$ cat src/rtl/pattern_fetch.sv
//------------------------------------------------------------------------------
// Module   : pattern_fetch
// Function : Turns pattern words into in-order main-memory reads and streams
//            the read data back out, bounding outstanding reads with credits.
// Revision : 1.0  initial release
//------------------------------------------------------------------------------
`default_nettype none

module pattern_fetch #(
  parameter int PDATA_BITS = 24,
  parameter int MDATA_BITS = 32,
  parameter int DEPTH      = 4
) (
  input  logic                  clock,
  input  logic                  reset,
  input  logic                  pvalid,
  input  logic [PDATA_BITS-1:0] pdata,
  output logic                  pready,
  output logic                  mrvalid,
  output logic [PDATA_BITS-1:0] mraddr,
  input  logic                  mrready,
  input  logic                  mvalid,
  input  logic [MDATA_BITS-1:0] mdata,
  output logic                  dvalid,
  output logic [MDATA_BITS-1:0] ddata,
  input  logic                  dready,
  output logic                  busy,
  output logic                  error,
  output logic [31:0]           count
);

  localparam int AW = $clog2(DEPTH);
  localparam int CW = AW + 1;
  localparam logic [CW-1:0] c_depth = CW'(DEPTH);
  localparam logic [CW-1:0] c_one   = CW'(1);

  typedef enum logic [0:0] {
    ST_RUN = 1'b0,
    ST_ERR = 1'b1
  } state_t;

  state_t                  r_state;
  state_t                  w_state_nxt;
  logic [PDATA_BITS-1:0]   r_areg;
  logic                    r_areg_valid;
  logic [CW-1:0]           r_reserved;
  logic [CW-1:0]           r_inflight;
  logic [AW:0]             r_wptr;
  logic [AW:0]             r_rptr;
  logic [MDATA_BITS-1:0]   r_mem [DEPTH];
  logic [31:0]             r_count;

  logic w_acc;
  logic w_req;
  logic w_out;
  logic w_push;

  always_ff @(posedge clock) begin
    if (reset) r_state <= ST_RUN;
    else       r_state <= w_state_nxt;
  end

  // A response with nothing in flight is dropped and locks the block in ERR.
  always_comb begin
    w_state_nxt = r_state;
    pready      = 1'b0;
    mrvalid     = 1'b0;
    case (r_state)
      ST_RUN: begin
        mrvalid = r_areg_valid && (r_reserved < c_depth);
        pready  = !r_areg_valid || (mrvalid && mrready);
        if (mvalid && (r_inflight == '0)) w_state_nxt = ST_ERR;
      end
      ST_ERR: begin
      end
      default: w_state_nxt = ST_RUN;
    endcase
  end

  assign w_acc  = pvalid && pready;
  assign w_req  = mrvalid && mrready;
  assign w_out  = dvalid && dready;
  assign w_push = mvalid && (r_inflight != '0);

  always_ff @(posedge clock) begin
    if (reset) begin
      r_areg       <= '0;
      r_areg_valid <= 1'b0;
    end else if (w_acc) begin
      r_areg       <= pdata;
      r_areg_valid <= 1'b1;
    end else if (w_req) begin
      r_areg_valid <= 1'b0;
    end
  end

  // reserved counts credits held from request until delivery downstream.
  always_ff @(posedge clock) begin
    if (reset) begin
      r_reserved <= '0;
      r_inflight <= '0;
    end else begin
      case ({w_req, w_out})
        2'b10:   r_reserved <= r_reserved + c_one;
        2'b01:   r_reserved <= r_reserved - c_one;
        default: r_reserved <= r_reserved;
      endcase
      case ({w_req, w_push})
        2'b10:   r_inflight <= r_inflight + c_one;
        2'b01:   r_inflight <= r_inflight - c_one;
        default: r_inflight <= r_inflight;
      endcase
    end
  end

  always_ff @(posedge clock) begin
    if (w_push) r_mem[r_wptr[AW-1:0]] <= mdata;
  end

  always_ff @(posedge clock) begin
    if (reset) begin
      r_wptr  <= '0;
      r_rptr  <= '0;
      r_count <= '0;
    end else begin
      if (w_push) r_wptr <= r_wptr + 1'b1;
      if (w_out) begin
        r_rptr  <= r_rptr + 1'b1;
        r_count <= r_count + 32'd1;
      end
    end
  end

  assign mraddr = r_areg;
  assign dvalid = (r_wptr != r_rptr);
  assign ddata  = r_mem[r_rptr[AW-1:0]];
  assign busy   = r_areg_valid || (r_reserved != '0);
  assign error  = (r_state == ST_ERR);
  assign count  = r_count;

endmodule

`default_nettype wire

$ cat config.mk
export PLATFORM = sky130hd
export DESIGN_NAME = pattern_fetch
export DESIGN_NICKNAME = d
export VERILOG_FILES = /design/src/rtl/pattern_fetch.sv
export SDC_FILE = /design/constraint.sdc
export NUM_CORES = 1
export LEC_CHECK = 0
export BUFFER_PORTS_ARGS = -buffer_cell sky130_fd_sc_hd__buf_2
export CORE_MARGIN = 4
export CORE_UTILIZATION = 49
export DETAILED_ROUTE_END_ITERATION = 16
export PLACE_DENSITY = 0.75
export SYNTH_ARGS = -nofsm -noshare
export SYNTH_HDL_FRONTEND = slang
export SYNTH_SLANG_ARGS = --single-unit
$ cat constraint.sdc
create_clock -name clock -period 2.15 [get_ports clock]
set_input_delay 0.3225 -clock clock [delete_from_list [all_inputs] [get_ports clock]]
set_output_delay 0.3225 -clock clock [all_outputs]
set_load 0.02 [all_outputs]
==> results of run 1 <==
registers in the layout, summed over array words and instances, names as in the netlist, named ones only:
signal / cells
count: 32
r_mem: 128
mraddr: 24
r_reserved: 3
r_rptr: 3
r_areg_valid: 1
error: 1
r_inflight: 3
r_wptr: 3
worst register-to-register path, delay by kind of cell (launching register included):
family	cells	cell delay, ns
AOI/OAI and AO/OA	2	0.23
xor gates and xnor gates	2	0.35
adders and majority gates	2	0.55
buffers and inverters	2	0.12
DFF	1	0.39
and+or+nand+nor	1	0.30
cells in the mapped netlist, types with 7 or more instances:
cell type | instances | share of area
nand2_1 | 10 | 0.0048
a21oi_1 | 34 | 0.022
nand3_1 | 8 | 0.0051
and4_1 | 7 | 0.0078
mux4_2 | 32 | 0.092
edfxtp_1 | 128 | 0.49
clkbuf_1 | 20 | 0.0095
dfxtp_1 | 72 | 0.18
o31ai_1 | 25 | 0.024
nor2_1 | 46 | 0.022
buf_2 | 8 | 0.0051
ha_1 | 8 | 0.013
or4_1 | 24 | 0.023
mux2i_1 | 26 | 0.033
and2_1 | 7 | 0.0056
xor2_1 | 10 | 0.011
inv_1 | 14 | 0.0067
nand4_1 | 9 | 0.0072
routing by layer:
metal	vias up	GRT usage	share of wire
li1	2354	-	-
met4	2	0.04751	0.0028
met5	-	0	0.0013
met1	2492	0.2282	0.44
met2	131	0.3049	0.52
met3	6	0.04359	0.042
final cells by class:
| cell class | count | share of cell area |
|---|---|---|
| timing repair buffer | 176 | 0.1066 |
| multi-input combinational | 280 | 0.2536 |
| tap | 216 | 0.02790 |
| sequential | 200 | 0.5468 |
| clock buffer | 18 | 0.04430 |
| inverter | 14 | 0.005425 |
| clock inverter | 14 | 0.01550 |
stage by stage:
stage | util | cell area [um^2] | power [W]
floorplan | - | 7875 | 0.005901
global placement | 0.5726 | 9062 | 0.006563
detailed placement | 0.5726 | 9062 | 0.006617
CTS | 0.6092 | 9642 | 0.009684
global route | 0.6120 | 9687 | 0.01015
finish | 0.6120 | 9687 | 0.009671
power by group through the flow:
| stage | sequential [W] | combinational, W | clock (W) |
|---|---|---|---|
| after global routing | 0.00448 | 0.00232 | 0.00335 |
| after global placement | 0.00451 | 0.00205 | 0 |
| after floorplan | 0.00457 | 0.00133 | 0 |
| after CTS | 0.00445 | 0.00210 | 0.00314 |
| final | 0.00447 | 0.00213 | 0.00308 |
| after detailed placement | 0.00453 | 0.00209 | 0 |
cells by family after synthesis:
| kind of cell | share of synthesized area |
|---|---|
| AND/OR/NAND/NOR | 0.08697 |
| adder cells (fa/ha/maj) | 0.01781 |
| XOR/XNOR | 0.01956 |
| AO/OA/AOI/OAI | 0.05628 |
| flip-flops | 0.6715 |
| buffers and inverters | 0.02178 |
| multiplexers | 0.1261 |
how the worst max path moves through the flow:
stage          startpoint             to  slack [ns]  cells after the start
3_3_place_gp    r_wptr[1]  r_reserved[2]        0.19                      9
3_5_place_dp    r_wptr[1]  r_reserved[2]        0.09                      9
4_1_cts         flip-flop       ddata[0]       0.004                      3
5_1_grt         r_wptr[2]         dvalid       -0.03                      6
2_1_floorplan   r_wptr[0]  r_reserved[2]       0.008                      9
6_report        flip-flop       ddata[0]        0.08                      3
==> qor.yml, run 1 <==
synthesis:
  synth_edf_count: 128
  netlist-cell-type-count: 36
  yosysWarningCount: 0
  netlist_instances: 523
  synth_ff_type: "edfxtp_1"
  syn_nets: 595
  synth_area_mm2: 0.007870
  async_reset_ff_frac: 0
  ys_seq_area_frac: 0.6715
  ys_seq_elements: 200
  avgSynthCellArea_um2: 15.05
sta:
  period_needed_ns: 2.071
  holdWs_ns: 0.1173
  finalCritPeriodShare: 0.9631
  worst_pin_slew_ns: 0.3918
  setup_viol: 0
  finClkSkew_ns: 0.009140
  drv_slew: 0
  hold_viol: 0
  tns_ns: 0
  setup_slack_ns: 0.07940
  slew_headroom: 0.7355
  timing.fmax_mhz: 483.0
grt:
  grt_antenna_before_repair: 1
  grt.total_usage: 0.1779
  grt_pass1_vias: 5159
  grt_pass1_wl_um: 25560
  grt_max_degree: 39
  grt_overflow: 0
worst_setup_path:
  cp-end-kind: "output pin"
  cp_data_required_time_ns: 1.83
  crit_type: "reg -> out"
  crit_family: "multiplexers"
  r2r_cells: 9
  max_stage_delay_ns: 0.55
  reg2reg_slack_ns: 0.13
  critPathBufInv: 2
  reg2reg_from: "r_wptr[0]"
  arrival_ns: 1.75
  crit_slowest_cell: "mux4_2"
  crit_chain: "buf_12 > mux4_2 > buf_2"
  rr_endpoint: "r_reserved[2]"
  worstSetupStartpointType: "flip-flop"
  critPathMaxFanout: 16
power:
  vdd_drop_max_mv: 0.6347
  switchingPower_w: 0.002684
  clkPwrFrac: 0.318
  swShare: 0.2775
  internal-power_w: 0.006987
  p_leak_nw: 3.556
  p_comb_frac: 0.220
  powerDensity_mw_per_mm2: 998.4
  pwr-share-seq: 0.462
clocking:
  numCtsBuffers: 17
  cts.path.max_buffers: 2
  ctsResizeCount: 0
  cts.sinks: 200
  clock_latency_ns: 0.42
  cts_tree: "yes"
  cts_htree_levels: 4
  cts_root_buf: "clkbuf_16"
  postCtsSetupBuffers: 0
  clk_pin_slew_ns: 0.07
  cts_hold_buffers: 0
floorplanning:
  rows: 46
  core-area_mm2: 0.01583
  io_pins: 155
  dieArea_mm2: 0.01815
  initial_core_util: 0.4972
  die_h_um: 134.7
  fp.dieW_um: 134.7
final_layout:
  final_common_cell: "buf_2"
  nets: 761
  multi_input_area_mm2: 0.002456
  area_growth_pct: 23.08
  diodes: 0
  regArea_mm2: 0.005296
  fill_cells: 1229
  mostFrequentLayoutCells: "buf_2, edfxtp_1, dfxtp_1"
  layout-drive-gt1-share: 0.3689
  fin_cells: 918
min_path:
  min_to: "r_mem[1][20]"
  hold_depth: 1
  holdCritStartpoint: "mdata[20]"
  hp-class: "in -> reg"
place:
  dpl.cell_count: 885
  gp_congestion: 0.7544
  portBuffers: 154
  post-place-ws_ns: 0.09305
  dp_hpwl_um: 10180
run:
  drv_cap: 0
drt:
  drt_iter0_markers: 274
  via_count: 4985
  routed_via_density: 5.430
  wirelength_um: 15910
  drc: 0
  wl_per_cell_um: 17.33
  drt_pass1_iterations: 4
  postRouteAntennaNets: 0
run_status:
  status: "finished clean"
No activity file was read; power rests on OpenSTA's default activity.
==> run 2: changes to the inputs <==
--- a/config.mk
+++ b/config.mk
@@ -7,9 +7,9 @@
 export LEC_CHECK = 0
 export BUFFER_PORTS_ARGS = -buffer_cell sky130_fd_sc_hd__buf_2
 export CORE_MARGIN = 4
-export CORE_UTILIZATION = 49
+export CORE_UTILIZATION = 59
 export DETAILED_ROUTE_END_ITERATION = 16
-export PLACE_DENSITY = 0.75
+export PLACE_DENSITY = 0.85
 export SYNTH_ARGS = -nofsm -noshare
 export SYNTH_HDL_FRONTEND = slang
 export SYNTH_SLANG_ARGS = --single-unit
==> constraint.sdc (replaced) <==
create_clock -name clock -period 2.57 [get_ports clock]
set_input_delay 0.3855 -clock clock [delete_from_list [all_inputs] [get_ports clock]]
set_output_delay 0.3855 -clock clock [all_outputs]
set_load 0.02 [all_outputs]
==> qor.yml, run 2 (same netlist as run 1, synthesis figures left out) <==
run_status:
  status: "finished clean"
clocking:
  cts_htree_levels: 4
  cts_root_buf: "clkbuf_16"
  cts.path.max_buffers: 2
  postCtsSetupBuffers: 0
  cts.sinks: 200
  clock_latency_ns: 0.42
  cts_tree: "yes"
  numCtsBuffers: 17
  clk_pin_slew_ns: 0.07
final_layout:
  final_common_cell: "buf_2"
  largest_reg_flops: 128
  layout-drive-gt1-share: 0.3506
  nets: 752
  diodes: 0
  mostFrequentLayoutCells: "buf_2, edfxtp_1, dfxtp_1"
  area_growth_pct: 19.97
worst_setup_path:
  crit_chain: "xor2_2 > nor3_2 > inv_1 > buf_2"
  worstSetupStartpointType: "flip-flop"
  cp_data_required_time_ns: 2.18
  cp-end-kind: "output pin"
  arrival_ns: 1.97
  max_stage_delay_ns: 0.59
  critPathMaxFanout: 14
  crit_type: "reg -> out"
  crit_slowest_cell: "nor3_2"
drt:
  routed_via_density: 5.802
  wl_per_cell_um: 18.80
  drc: 0
  via_count: 5019
  wirelength_um: 16270
  drt_pass1_iterations: 4
  postRouteAntennaNets: 0
  drt_iter0_markers: 302
sta:
  drv_slew: 0
  finalCritPeriodShare: 0.9183
  timing.fmax_mhz: 423.7
  setup_viol: 0
  hold_viol: 0
  worst_pin_slew_ns: 0.7316
  tns_ns: 0
  slew_headroom: 0.5096
  finClkSkew_ns: 0.01076
  setup_slack_ns: 0.2099
  period_needed_ns: 2.360
  rsz0062_at_grt: "no"
power:
  switchingPower_w: 0.002267
  total_power_w: 0.007835
  swShare: 0.2894
  internal-power_w: 0.005568
  p_leak_nw: 3.472
  pwr-share-seq: 0.480
  p_comb_frac: 0.208
  powerDensity_mw_per_mm2: 829.8
  clkPwrFrac: 0.312
  vdd_drop_max_mv: 0.4615
floorplanning:
  rows: 41
  dieArea_mm2: 0.01525
  die_h_um: 123.5
  initial_core_util: 0.6137
  io_pins: 155
  fp.dieW_um: 123.5
  core-area_mm2: 0.01282
place:
  dp_hpwl_um: 10680
  post-place-ws_ns: 0.2487
  portBuffers: 154
  gp_congestion: 0.8659
grt:
  grt_pass1_vias: 5093
  grt_pass1_wl_um: 26050
  grt_overflow: 0
  grt_antenna_before_repair: 1
  grt.total_usage: 0.2258
  grt_max_degree: 39
run:
  drv_cap: 0
min_path:
  hp-class: "in -> reg"
[run 2: cell count changes in the layout (fill, tap and decap cells not counted), moves of 3 or more]
cell | before | now
dfxtp_1 | 65 | 70
dfxtp_2 | 6 | 2
inv_6 | 1 | 4
buf_4 | 14 | 11
buf_12 | 6 | 2
[run 2: critical path: cells and delay by family, from the launching register on]
kind                   cells  cell delay (ns)
AND/OR/NAND/NOR            1             0.59
XOR/XNOR                   1             0.19
buffers and inverters      2             0.30
flip-flops                 1             0.47
[run 2: metrics by stage]
step           instance area [um^2]    util  hold WS [ns]  instances
2_1_floorplan                  7870       -        0.4717        523
3_3_place_gp                   8892  0.6934        0.4694        833
5_1_grt                        9442  0.7362        0.1531        865
6_report                       9442  0.7362        0.1770        865
3_5_place_dp                   8892  0.6934        0.4836        833
4_1_cts                        9442  0.7362        0.1585        865
[run 2: power groups by stage]
stage               clock network, W  logic (W)  registers [W]
global route                 0.00265    0.00178        0.00379
CTS                          0.00248    0.00166        0.00376
floorplan                          0    0.00111        0.00382
detailed placement                 0    0.00164        0.00383
global placement                   0    0.00159        0.00382
finish                       0.00244    0.00163        0.00376
[run 2: layout make-up]
cell class                      instances  area, um^2
Multi-Input combinational cell        280        2449
Clock inverter                         15       118.9
Inverter                               14       52.55
Timing Repair Buffer                  167       893.4
Sequential cell                       200        5288
Clock buffer                           17       425.4
Fill cell                             848        3383
Tap cell                              172       215.2
[run 2: repair_timing]
item,4_1_cts,5_1_grt
hold buffers,0,0
endpoints found under the setup margin,1,0
gates resized for setup,1,0
[run 2: final timing paths]
path | cells past startpoint | startpoint | to | slack [ns]
worst max-delay path | 4 | r_wptr[0] | dvalid | 0.21
worst min register to register | 2 | mraddr[0] | mraddr[0] | 0.49
worst min-delay path | 1 | mdata[18] | r_mem[1][18] | 0.18
worst max register to register | 9 | r_wptr[0] | r_reserved[2] | 0.23
[run 2: layer usage]
layer	GRT usage	share of wire	vias up
met3	0.07457	0.083	16
met1	0.2935	0.40	2463
met4	0.05882	0.0099	2
met2	0.3697	0.51	192
li1	-	-	2346
met5	0	0.00043	-
